File: config.mk
export PLATFORM = sky130hd
export DESIGN_NAME = demux4_rr_dispatch_flat
export DESIGN_NICKNAME = d
export VERILOG_FILES = /design/src/rtl/demux4_rr_dispatch_if.sv /design/src/rtl/demux4_rr_dispatch.sv /design/src/flat_wrapper.sv
export SDC_FILE = /design/constraint.sdc
export NUM_CORES = 1
export LEC_CHECK = 0
export CAP_MARGIN = 20
export CORE_MARGIN = 3
export CORE_UTILIZATION = 39
export DETAILED_ROUTE_END_ITERATION = 6
export PLACE_DENSITY_LB_ADDON = 0.2
export SYNTH_ARGS = -nofsm -noshare
export SYNTH_HDL_FRONTEND = slang
export SYNTH_SLANG_ARGS = --single-unit
File: constraint.sdc
create_clock -name clk -period 3.9 [get_ports clk]
set_clock_uncertainty 0.1 [all_clocks]
set_input_delay 0.585 -clock clk [delete_from_list [all_inputs] [get_ports clk]]
set_output_delay 0.585 -clock clk [all_outputs]
set_load 0.02 [all_outputs]
File: src/rtl/demux4_rr_dispatch_if.sv
// Bundle of the producer handshake, lane-side handshake and status signals of demux4_rr_dispatch.
// The master view is the dispatcher; the slave view is its surrounding producer/consumers.
interface demux4_rr_dispatch_if #(
  parameter int WIDTH = 8
);
  logic             in_valid;
  logic [WIDTH-1:0] in_data;
  logic             in_ready;
  logic [3:0]       lane_en;
  logic [3:0]       out_ready;
  logic [3:0]       out_valid;
  logic [WIDTH-1:0] out_data;
  logic [1:0]       sel;
  logic [1:0]       last_lane;
  logic [15:0]      dispatch_cnt;

  modport master (
    input  in_valid, in_data, lane_en, out_ready,
    output in_ready, out_valid, out_data, sel, last_lane, dispatch_cnt
  );

  modport slave (
    output in_valid, in_data, lane_en, out_ready,
    input  in_ready, out_valid, out_data, sel, last_lane, dispatch_cnt
  );
endinterface

File: src/rtl/demux4_rr_dispatch.sv
// One-entry buffered 1-to-4 dispatcher: each held word goes to one enabled, ready lane
// chosen with rotating priority starting at the lane after the last one served.
module demux4_rr_dispatch #(
  parameter int WIDTH = 8
) (
  input  logic                   clk,
  input  logic                   reset_n,
  demux4_rr_dispatch_if.master   bus
);

  typedef enum logic {S_EMPTY = 1'b0, S_FULL = 1'b1} state_t;

  state_t           r_state;
  state_t           w_state_nxt;
  logic [WIDTH-1:0] r_hold_data;
  logic [1:0]       r_rr_ptr;
  logic [1:0]       r_last_lane;
  logic [15:0]      r_dispatch_cnt;

  logic [3:0]       w_elig;
  logic             w_found;
  logic [1:0]       w_gnt_idx;
  logic [1:0]       w_scan;
  logic             w_dispatch;
  logic             w_in_ready;
  logic             w_accept;

  assign w_elig = bus.lane_en & bus.out_ready & {4{r_state == S_FULL}};

  // Scan from the round-robin pointer; with no grant the select rests on the pointer.
  always_comb begin
    w_found   = 1'b0;
    w_gnt_idx = r_rr_ptr;
    w_scan    = r_rr_ptr;
    for (int k = 0; k < 4; k++) begin
      w_scan = r_rr_ptr + 2'(k);
      if (!w_found && w_elig[w_scan]) begin
        w_found   = 1'b1;
        w_gnt_idx = w_scan;
      end
    end
  end

  assign w_dispatch = |w_elig;
  assign w_in_ready = reset_n & ((r_state == S_EMPTY) | w_dispatch);
  assign w_accept   = bus.in_valid & w_in_ready;

  always_ff @(posedge clk) begin
    if (!reset_n) r_state <= S_EMPTY;
    else          r_state <= w_state_nxt;
  end

  always_comb begin
    w_state_nxt = r_state;
    case (r_state)
      S_EMPTY: if (w_accept) w_state_nxt = S_FULL;
      S_FULL:  if (w_dispatch && !w_accept) w_state_nxt = S_EMPTY;
      default: w_state_nxt = S_EMPTY;
    endcase
  end

  always_ff @(posedge clk) begin
    if (!reset_n) begin
      r_hold_data    <= '0;
      r_rr_ptr       <= 2'd0;
      r_last_lane    <= 2'd0;
      r_dispatch_cnt <= 16'd0;
    end else begin
      if (w_accept) r_hold_data <= bus.in_data;
      if (w_dispatch) begin
        r_rr_ptr       <= w_gnt_idx + 2'd1;
        r_last_lane    <= w_gnt_idx;
        r_dispatch_cnt <= r_dispatch_cnt + 16'd1;
      end
    end
  end

  assign bus.in_ready     = w_in_ready;
  assign bus.out_valid    = w_found ? (4'b0001 << w_gnt_idx) : 4'b0000;
  assign bus.out_data     = r_hold_data;
  assign bus.sel          = w_gnt_idx;
  assign bus.last_lane    = r_last_lane;
  assign bus.dispatch_cnt = r_dispatch_cnt;

endmodule

File: src/flat_wrapper.sv
// flat-port wrapper written by rule: the top's interface ports become plain ports
module demux4_rr_dispatch_flat 
#(
  parameter int WIDTH = 8
)
  (clk, reset_n, bus_in_valid, bus_in_data, bus_lane_en, bus_out_ready, bus_in_ready, bus_out_valid, bus_out_data, bus_sel, bus_last_lane, bus_dispatch_cnt);
  demux4_rr_dispatch_if #(.WIDTH(WIDTH)) bus_i ();
  input  logic clk;
  input  logic reset_n;
  input wire logic [$bits(bus_i.in_valid)-1:0] bus_in_valid;
  input wire logic [$bits(bus_i.in_data)-1:0] bus_in_data;
  input wire logic [$bits(bus_i.lane_en)-1:0] bus_lane_en;
  input wire logic [$bits(bus_i.out_ready)-1:0] bus_out_ready;
  output wire logic [$bits(bus_i.in_ready)-1:0] bus_in_ready;
  output wire logic [$bits(bus_i.out_valid)-1:0] bus_out_valid;
  output wire logic [$bits(bus_i.out_data)-1:0] bus_out_data;
  output wire logic [$bits(bus_i.sel)-1:0] bus_sel;
  output wire logic [$bits(bus_i.last_lane)-1:0] bus_last_lane;
  output wire logic [$bits(bus_i.dispatch_cnt)-1:0] bus_dispatch_cnt;
  assign bus_i.in_valid = bus_in_valid;
  assign bus_i.in_data = bus_in_data;
  assign bus_i.lane_en = bus_lane_en;
  assign bus_i.out_ready = bus_out_ready;
  assign bus_in_ready = bus_i.in_ready;
  assign bus_out_valid = bus_i.out_valid;
  assign bus_out_data = bus_i.out_data;
  assign bus_sel = bus_i.sel;
  assign bus_last_lane = bus_i.last_lane;
  assign bus_dispatch_cnt = bus_i.dispatch_cnt;
  demux4_rr_dispatch #(.WIDTH(WIDTH)) u_core (.clk(clk), .reset_n(reset_n), .bus(bus_i));
endmodule
==> impl_metrics.json, run 1 <==
{
  "yosysTopAreaCellShare_pct": 38.6,
  "setup_viol": 0,
  "num_rows": 21,
  "core_area_sq_mm": 0.00352,
  "slew_headroom_pct": 66.7,
  "cts_tree": "done",
  "fmax_ghz": 0.281,
  "cts-root-buf": "clkbuf_8",
  "hold_viol": 0,
  "ys.warnings.count": 0,
  "ant_nets": 0,
  "synth.ff_latch_count": 29,
  "vias": 1280,
  "tightestPinTransition_ns": 0.493,
  "grt_antenna_before_repair": 0,
  "fin_cells": 266,
  "endpoint": "bus_out_valid[1]",
  "synth_area_leader_cell": "dfxtp_1",
  "gp_congestion": 0.883,
  "cts_hold_buffers": 0,
  "dieWidth_um": 68.1,
  "cpLargestDelayFamily": "buffers and inverters",
  "drive_gt1_share_pct": 8.64,
  "fin_crit_sh_pct": 91.2,
  "layout_common_cells": "51 x clkdlybuf4s50_1, 29 x dfxtp_1, 19 x nand3_1, 17 x and2_1, 16 x nand2_1",
  "grt_max_degree": 34,
  "grt_usage_pct": 15.5,
  "synthesis.area_sq_mm": 0.00150,
  "cts_sinks": 29,
  "cts_buffer_depth": 2,
  "chipHeight_um": 68.1,
  "critPathBufInv": 3,
  "syn-instance-count": 167,
  "cts_buffers": 5,
  "place_inst": 258,
  "worstHoldStart": "u_core.bus.last_lane[1]",
  "seq_area_frac_synth_pct": 38.6,
  "portBuffers": 51,
  "crit_type": "input pin to output pin",
  "drc": 0,
  "htree_levels": 2,
  "syn_avg_cell_area_sq_um": 9.01,
  "slew_viol_final": 0,
  "rsz0062_at_grt": "no",
  "cts.clk_slew.worst_paths_ns": 0.06,
  "p_leak_uw": 0.000849,
  "drt-total-wl_um": 3280,
  "avgViaCountPerCell": 4.81,
  "powerDensity_mw_per_mm2": 315,
  "n_antenna_cell": 0,
  "cp.required_ns": 3.21,
  "r2r_slack_ns": 1.95,
  "synth.distinct_cells": 37,
  "max_stage_delay_ns": 0.56,
  "path_max_fanout": 5,
  "final_net_count": 243,
  "cts_resized": 0,
  "worstPathCellList": "clkdlybuf4s50_1 -> a22o_1 -> a41oi_1 -> a41oi_1 -> inv_1 -> ha_1 -> and2_1 -> clkdlybuf4s50_1",
  "cp.arrival_ns": 2.87,
  "final_common_cell": "clkdlybuf4s50_1",
  "synth_nets": 191,
  "hold_class": "flop to flop",
  "rr_startpoint": "u_core.r_rr_ptr[0]",
  "cp-start-kind": "input pin",
  "wl_per_cell_um": 12.3,
  "cp.depth": 8,
  "firstDrtPassIters": 4,
  "status": "finished clean",
  "grt_pass1_vias": 1222,
  "r2r-end": "u_core.r_rr_ptr[1]",
  "drtIter0Drc": 55,
  "critPathLaunch": "bus_lane_en[2]",
  "initial_core_util_pct": 42.7,
  "timing.setup.tns_ns": 0,
  "utilization_pct": 60.6,
  "fin_crit_ns": 3.56,
  "synthTopCellsByArea": "dfxtp_1 39%, and2_1 7.1%, nand3_1 6.3%",
  "post-cts-setup-buffers": 0,
  "clock_latency_ns": 0.27,
  "ff2ff_path_depth": 8,
  "ios": 52,
  "dpl.hpwl_um": 2510,
  "nFillCells": 316,
  "slowest_stage": "clkdlybuf4s50_1",
  "die_area_sq_mm": 0.00464,
  "cap_viol_max_count": 0,
  "vdd_ir_drop_max_mv": 0.277,
  "syn2layout_area_growth_pct": 41.8,
  "end_kind": "output pin",
  "overflow": 0,
  "grt_pass1_wl_um": 5460
}
-- state kept, by name, indices dropped and copies added, names as in the netlist --
signal and count:
u_core.bus.out_data 8, u_core.bus.dispatch_cnt 16, u_core.r_state 1, u_core.bus.last_lane 2
u_core.r_rr_ptr 2
-- routing by layer --
metal  wire (um)  share of wire, %  global-route usage, %
met5           0                 0                      0
met4          23              0.70                   5.71
met3         146               4.5                   5.25
met2        1670                51                   26.8
met1        1440                44                   17.4
-- cell usage after synthesis --
master	count
nand4_1	4
o21ai_1	2
a21boi_4	1
o22ai_1	1
a21boi_0	1
clkbuf_1	3
dfxtp_1	29
o221a_2	1
o21ai_0	8
nand4_2	1
nor2b_1	6
xnor2_1	10
nand3b_1	2
a41oi_1	2
nand2b_1	1
a22oi_4	2
a32oi_1	1
a21oi_1	2
a21o_1	1
a22o_1	1
inv_1	12
o21ai_2	1
nand3_2	1
nand3_1	19
buf_4	1
ha_1	5
nor2_1	1
mux2i_1	2
and3_1	1
a21oi_2	1
nor4_4	1
buf_2	3
and2_1	17
xor2_1	5
a21oi_4	1
nand2_1	16
a211o_1	1
-- layout make-up --
type / instances / area (sq um) / share of cell area [%]
clock buffers: 5 / 68.8 / 3.23
inverters: 12 / 45.0 / 2.11
well taps: 46 / 57.6 / 2.70
multi-input cells: 119 / 845 / 39.6
flip-flops and latches: 29 / 581 / 27.2
repair buffers: 52 / 518 / 24.3
clock inverters: 3 / 17.5 / 0.822
-- tightest hold or removal path, cell delays in order, from the launching register on --
cell and delay (ns):
dfxtp_1 0.31, nand2_1 0.05, o21ai_0 0.06
-- report_power, final --
part | total [uW] | switching, uW | internal, uW
combinational | 120 | 60.1 | 59.7
clock | 234 | 112 | 123
sequential | 317 | 9.77 | 307
-- stage by stage --
step	hold slack (ns)	instance area (sq um)	total power [uW]	worst slack, ns
after CTS	0.368	2130	680	0.326
after global placement	0.348	2050	440	0.485
after global routing	0.395	2130	706	0.211
after floorplan	0.431	1500	385	1.31
final	0.363	2130	671	0.343
after detailed placement	0.359	2050	444	0.335
-- worst min-delay path by stage --
stage,cells after the start,slack (ns),end
global placement,2,0.35,u_core.bus.out_data[5]
detailed placement,2,0.36,u_core.bus.last_lane[1]
floorplan,2,0.43,u_core.bus.last_lane[1]
global route,2,0.39,u_core.bus.last_lane[1]
CTS,2,0.37,u_core.bus.last_lane[1]
finish,2,0.36,u_core.bus.last_lane[1]
-- cells by family after synthesis --
kind of cell,Yosys count,share of synthesized area [%]
and+or+nand+nor,70,26.5
muxes,2,1.33
xor gates and xnor gates,15,8.74
adders and majority gates,5,4.16
DFF,29,38.6
buffers and inverters,19,5.24
AOI/OAI and AO/OA,27,15.4
(Power assumes the default switching activity.)
==> run 2: changes to the inputs <==
- SETUP_SLACK_MARGIN: unset -> 0.15
==> results of run 2 <==
Same layout as run 1: the final DEF is identical, and so are final timing and power.
